### src/rtl/tx_pkg.sv
// tx_pkg: shared FSM state type and Ethernet framing constants for the TX frame sequencer
package tx_pkg;
  typedef enum logic [1:0] {IDLE, HEADER, PAYLOAD, GAP} tx_state_e;
  localparam int ETH_HDR_BYTES = 14;
  localparam int ETH_MIN_PAYLOAD = 46;
  localparam int ETH_MAX_PAYLOAD = 1500;
  localparam int ETH_IFG_CYCLES = 12;
endpackage

### src/rtl/tx_byte_counter.sv
// tx_byte_counter: per-frame byte index with header-end and frame-end compares
// ports: clk, rst (async, high); inc advances, clr zeroes (wins over inc);
//        len = clamped payload length; count = current byte index;
//        hdr_last / frame_last flag the final header / final frame byte
module tx_byte_counter import tx_pkg::*; #(
  parameter int HDR_BYTES = ETH_HDR_BYTES
) (
  input  logic        clk,
  input  logic        rst,
  input  logic        inc,
  input  logic        clr,
  input  logic [15:0] len,
  output logic [15:0] count,
  output logic        hdr_last,
  output logic        frame_last
);
  always_ff @(posedge clk or posedge rst)
    if (rst) count <= '0;
    else if (clr) count <= '0;
    else if (inc) count <= count + 16'd1;
  assign hdr_last = count == 16'(HDR_BYTES - 1);
  assign frame_last = count == 16'(HDR_BYTES) + len - 16'd1;
endmodule

### src/rtl/tx_frame_sequencer.sv
// tx_frame_sequencer: sequences Ethernet frames (header, counting payload, gap) onto a MAC TX AXIS port
// ports: clk, rst (async, high); enable starts/continues runs;
//        dest_addr/src_addr/payload_len sampled per frame, frame_count per run (0 = endless);
//        tx_axis_* = AXIS byte stream to the MAC; busy = not idle;
//        frames_sent = frames done this run; done = 1-cycle end-of-run pulse
module tx_frame_sequencer import tx_pkg::*; #(
  parameter int HDR_BYTES = ETH_HDR_BYTES,
  parameter int MIN_PAYLOAD = ETH_MIN_PAYLOAD,
  parameter int MAX_PAYLOAD = ETH_MAX_PAYLOAD,
  parameter int IFG_CYCLES = ETH_IFG_CYCLES
) (
  input  logic        clk,
  input  logic        rst,
  input  logic        enable,
  input  logic [47:0] dest_addr,
  input  logic [47:0] src_addr,
  input  logic [15:0] payload_len,
  input  logic [15:0] frame_count,
  output logic [7:0]  tx_axis_tdata,
  output logic        tx_axis_tvalid,
  output logic        tx_axis_tlast,
  input  logic        tx_axis_tready,
  output logic        busy,
  output logic [15:0] frames_sent,
  output logic        done
);
  tx_state_e state;
  logic [47:0] da, sa;
  logic [15:0] len, fc, count, nxt, clamp_len, ifg;
  logic hdr_last, frame_last, beat, ifg_end, run_done, start;
  assign beat = tx_axis_tvalid & tx_axis_tready;
  assign nxt = count + 16'd1;
  assign clamp_len = payload_len < 16'(MIN_PAYLOAD) ? 16'(MIN_PAYLOAD) :
                     payload_len > 16'(MAX_PAYLOAD) ? 16'(MAX_PAYLOAD) : payload_len;
  assign ifg_end = ifg == 16'(IFG_CYCLES - 1);
  assign run_done = fc != 16'd0 && frames_sent == fc;
  // a frame starts from IDLE, or straight out of the gap when the run continues
  assign start = enable && (state == IDLE || (state == GAP && ifg_end && !run_done));
  tx_byte_counter #(.HDR_BYTES(HDR_BYTES)) u_cnt (
    .clk(clk),
    .rst(rst),
    .inc(beat),
    .clr(beat & frame_last),
    .len(len),
    .count(count),
    .hdr_last(hdr_last),
    .frame_last(frame_last)
  );
  // byte at index i >= 1; byte 0 comes straight from dest_addr at frame start
  function automatic logic [7:0] byte_at(input logic [15:0] i);
    logic [15:0] k;
    k = i - 16'(HDR_BYTES);
    return i < 16'd6 ? 8'(da >> (8 * (16'd5 - i))) :
           i < 16'd12 ? 8'(sa >> (8 * (16'd11 - i))) :
           i == 16'd12 ? len[15:8] :
           i == 16'd13 ? len[7:0] : k[7:0];
  endfunction
  always_ff @(posedge clk or posedge rst)
    if (rst) begin
      state <= IDLE;
      da <= '0;
      sa <= '0;
      len <= '0;
      fc <= '0;
      ifg <= '0;
      tx_axis_tdata <= '0;
      tx_axis_tvalid <= 1'b0;
      tx_axis_tlast <= 1'b0;
      busy <= 1'b0;
      frames_sent <= '0;
      done <= 1'b0;
    end else begin
      done <= 1'b0;
      if (start) begin
        state <= HEADER;
        busy <= 1'b1;
        da <= dest_addr;
        sa <= src_addr;
        len <= clamp_len;
        tx_axis_tdata <= dest_addr[47:40];
        tx_axis_tvalid <= 1'b1;
        tx_axis_tlast <= 1'b0;
        if (state == IDLE) begin
          fc <= frame_count;
          frames_sent <= '0;
        end
      end else case (state)
        HEADER, PAYLOAD: if (beat) begin
          if (frame_last) begin
            state <= GAP;
            tx_axis_tvalid <= 1'b0;
            tx_axis_tlast <= 1'b0;
            tx_axis_tdata <= '0;
            frames_sent <= frames_sent + 16'd1;
            ifg <= '0;
          end else begin
            state <= hdr_last ? PAYLOAD : state;
            tx_axis_tdata <= byte_at(nxt);
            tx_axis_tlast <= nxt == 16'(HDR_BYTES) + len - 16'd1;
          end
        end
        GAP: if (ifg_end) begin
          state <= IDLE;
          busy <= 1'b0;
          done <= run_done;
        end else ifg <= ifg + 16'd1;
        default: ;
      endcase
    end
endmodule

### config.mk
export PLATFORM = sky130hd
export DESIGN_NAME = tx_frame_sequencer
export DESIGN_NICKNAME = d
export VERILOG_FILES = /design/src/rtl/tx_pkg.sv /design/src/rtl/tx_byte_counter.sv /design/src/rtl/tx_frame_sequencer.sv
export SDC_FILE = /design/constraint.sdc
export NUM_CORES = 1
export LEC_CHECK = 0
export CAP_MARGIN = 20
export CORE_MARGIN = 10
export CORE_UTILIZATION = 50
export CTS_CLUSTER_SIZE = 24
export DETAILED_ROUTE_END_ITERATION = 12
export PLACE_DENSITY = 0.79
export SETUP_SLACK_MARGIN = 0.1
export SYNTH_ARGS = -nofsm -noshare
export SYNTH_HDL_FRONTEND = slang
export SYNTH_SLANG_ARGS = --single-unit
export TNS_END_PERCENT = 30
### constraint.sdc
create_clock -name clk -period 8.15 [get_ports clk]
set_clock_uncertainty 0.15 [all_clocks]
set_input_delay 1.2225 -clock clk [delete_from_list [all_inputs] [get_ports clk]]
set_output_delay 1.2225 -clock clk [all_outputs]
set_load 0.01 [all_outputs]
==> results.md <==
- Status: finished, final reports clean
- Crit-path max FO: 12
- Peak VDD IR: 0.0001128 V
- Async SR Flop Fraction: 100.0%
- Fmax: 0.2485 GHz
- Worst Min Path Start: da[21]$_DFFE_PP0P_
- DIE HEIGHT: 167.8 um
- Syn_nets: 1413
- TNS Setup: 0 ps
- Finished Cell Area: 13220 sq um
- Total wire length: 30870 um
- Leakage: 6.083 nW
- Final Slew Violations: 0
- Number of enable flip-flop cells after synthesis: 0
- Gr usage total: 21.68%
- DR iter-0 viols: 929
- Wirelength per Cell: 18.51 um
- Setup violators final: 0
- Worst r2r dst: tx_axis_tdata[0]$_DFFE_PP0P_
- FF-to-FF Start: u_cnt.count[1]$_DFFE_PP0P_
- Synthesized instance count: 1268
- Core Rows: 54
- Post-synth cell types: 69
- # DRC: 0
- Initial Util: 50.36%
- RSZ-0062 raised after global routing: no
- Worst Hold Path EP: da[21]$_DFFE_PP0P_
- CTS tree: yes
- Share of cells above drive strength 1: 6.412%
- Global placement routability congestion: 0.9201
- Hold slack: 326.7 ps
- CTS H-tree depth: 4
- Top FF cell, synth: dfrtp_1
- Top post-synthesis cells by area: dfrtp_1 (44%), nand2_1 (15%), xnor2_1 (4.1%), mux4_2 (3.3%), o21ai_0 (2.6%)
- Worst-path clk slew: 80 ps
- Drt via density: 5.742
- GRT overflow: 0
- Final #Nets: 1520
- Synth top area share: 43.53%
- DP Wirelength: 22020 um
- Vias: 9578
- Hold Buf Count CTS: 0
- Initial antenna violation count: 0
- Post-CTS Resized: 0
- Clock Path Buffers: 2
- Clock Latency Late Sink: 450 ps
- Minimum clock period: 4025 ps
- Final period utilization: 49.38%
- Most common cell after layout, fill and taps aside: nand2_1
- Slew headroom: 28.73%
- Clk sinks: 190
- Pre-Repair DR Iteration Count: 7
- Largest net degree at the start of global routing: 112
- CTS Root Buffer Type: clkbuf_16
- Dpl cell area: 12570 sq um
- Post CTS Setup Buffer Count: 0
- Power per cell area: 142.2 nW/um^2
- Vias in the first global route: 9643
- Io pins: 160
- Worst slew pin tran: 1069 ps
- Critical path data required time: 8330 ps
- Most frequent cells in the layout: nand2_1 (429), dfrtp_1 (189), clkdlybuf4s50_1 (159)
- Maxcap violations: 0
- Critical Path End Type: flip-flop
- Hold Path Cell Cnt: 2
- Die ar.: 28160 sq um
- Core ar.: 21690 sq um
- TritonCTS Buffers: 17
- Mapped Avg Cell Area: 8.614 sq um
- CP arrival: 4200 ps
- Port Buffer Count: 159
- Startpoint type of the worst setup path: flip-flop
- Die X: 167.8 um
- Antenna Nets Post-Route: 0
- Count of final hold-check violations: 0
- Post-Synthesis Cell Area: 10920 sq um
- Ys Warns: 0
- First-pass GRT wire length: 50690 um
- Class of the worst hold path: reg2reg
- Flops & latches, synth: 190
- R2r setup slk: 4130 ps
- Kind of critical path: reg2reg
- Area Overhead vs Synth: 21.02%
- Seq/Total Area, Yosys: 43.53%
- Largest area contributor in the netlist: dfrtp_1
- Worst reg-to-reg path cell count: 10
- Antenna diodes: 0
[through the flow]
step / total power, W / std cells / util, % / setup slack [ps]
final: 0.001880 / 1668 / 60.95 / 4125
after global routing: 0.001929 / 1668 / 60.95 / 3804
after CTS: 0.001885 / 1666 / 60.71 / 4160
after detailed placement: 0.001050 / 1634 / 57.97 / 4064
after global placement: 0.001049 / 1634 / 57.97 / 4120
after floorplan: 0.0009766 / 1268 / - / 1607
[Yosys cell counts (all sizes together) (6+ instances only)]
library cell    n
nand2         429
dfrtp         190
o21ai          62
clkbuf         52
xnor2          51
nor2           47
nand3          38
a21oi          36
buf            27
mux2i          27
nor3           26
xor2           25
inv            22
o31ai          22
mux4           16
nand4          15
nor4           15
ha             13
or3            13
and2           12
a21o           11
and3           11
a22oi          10
a31oi          10
or4            10
a211oi          9
nand2b          9
mux2            6
nor2b           6
or2             6
[registers in the layout, summed over array words and instances (netlist names)]
signal,cells
state,2
ifg,16
frames_sent,16
tx_axis_tlast,1
done,1
tx_axis_tdata,8
u_cnt.count,16
tx_axis_tvalid,1
da,48
fc,16
len,16
busy,1
sa,48
[power breakdown]
part / switching (W) / internal (W)
Sequential: 0 / 0.000942
Combinational: 0.0000323 / 0.0000578
Clock: 0.000433 / 0.000415
Total: 0.000465 / 0.00141
[cell families after synthesis]
logic type	after synthesis	synth area share, %
simple gates	647	26.67
compound gates	190	11.51
flops	190	43.53
buf+inv	102	4.112
xor+xnor	77	6.300
mux	49	6.392
fa+ha+maj	13	1.489
[routing by layer]
layer  global-route usage, %  share of wire [%]
met5                       0                  0
met4                   6.737                1.6
met3                   4.400                6.7
met2                   35.98                 49
met1                   27.86                 43
[worst max path at each step]
stage	startpoint	endpoint	cells after the start
after global routing	u_cnt.count[1]$_DFFE_PP0P_	tx_axis_tdata[3]$_DFFE_PP0P_	10
final	u_cnt.count[1]$_DFFE_PP0P_	tx_axis_tdata[0]$_DFFE_PP0P_	10
after detailed placement	enable	frames_sent[11]$_DFFE_PP0P_	5
after global placement	enable	frames_sent[15]$_DFFE_PP0P_	5
after CTS	u_cnt.count[1]$_DFFE_PP0P_	tx_axis_tdata[0]$_DFFE_PP0P_	10
after floorplan	rst	busy$_DFFE_PP0P_	1
[cell type report]
cell class / instances / area, sq um
clock buffer: 18 / 429.2
clock inverter: 14 / 165.2
fill: 1770 / 8469
inverter: 23 / 91.34
multi-input combinational: 976 / 5738
sequential: 190 / 4756
tap: 280 / 350.3
timing repair buffer: 167 / 1689
[critical path, stage by stage (launching register included)]
cell and delay, ps:
dfrtp_1 550, ha_1 510, nand3_1 150, xor2_1 580, o21ai_1 220, a2111oi_4 530, and2_1 340, nand3_2 180
mux2_2 320, a211oi_1 260, o21ai_1 100
Note: power is estimated with default switching activity, not from simulation.
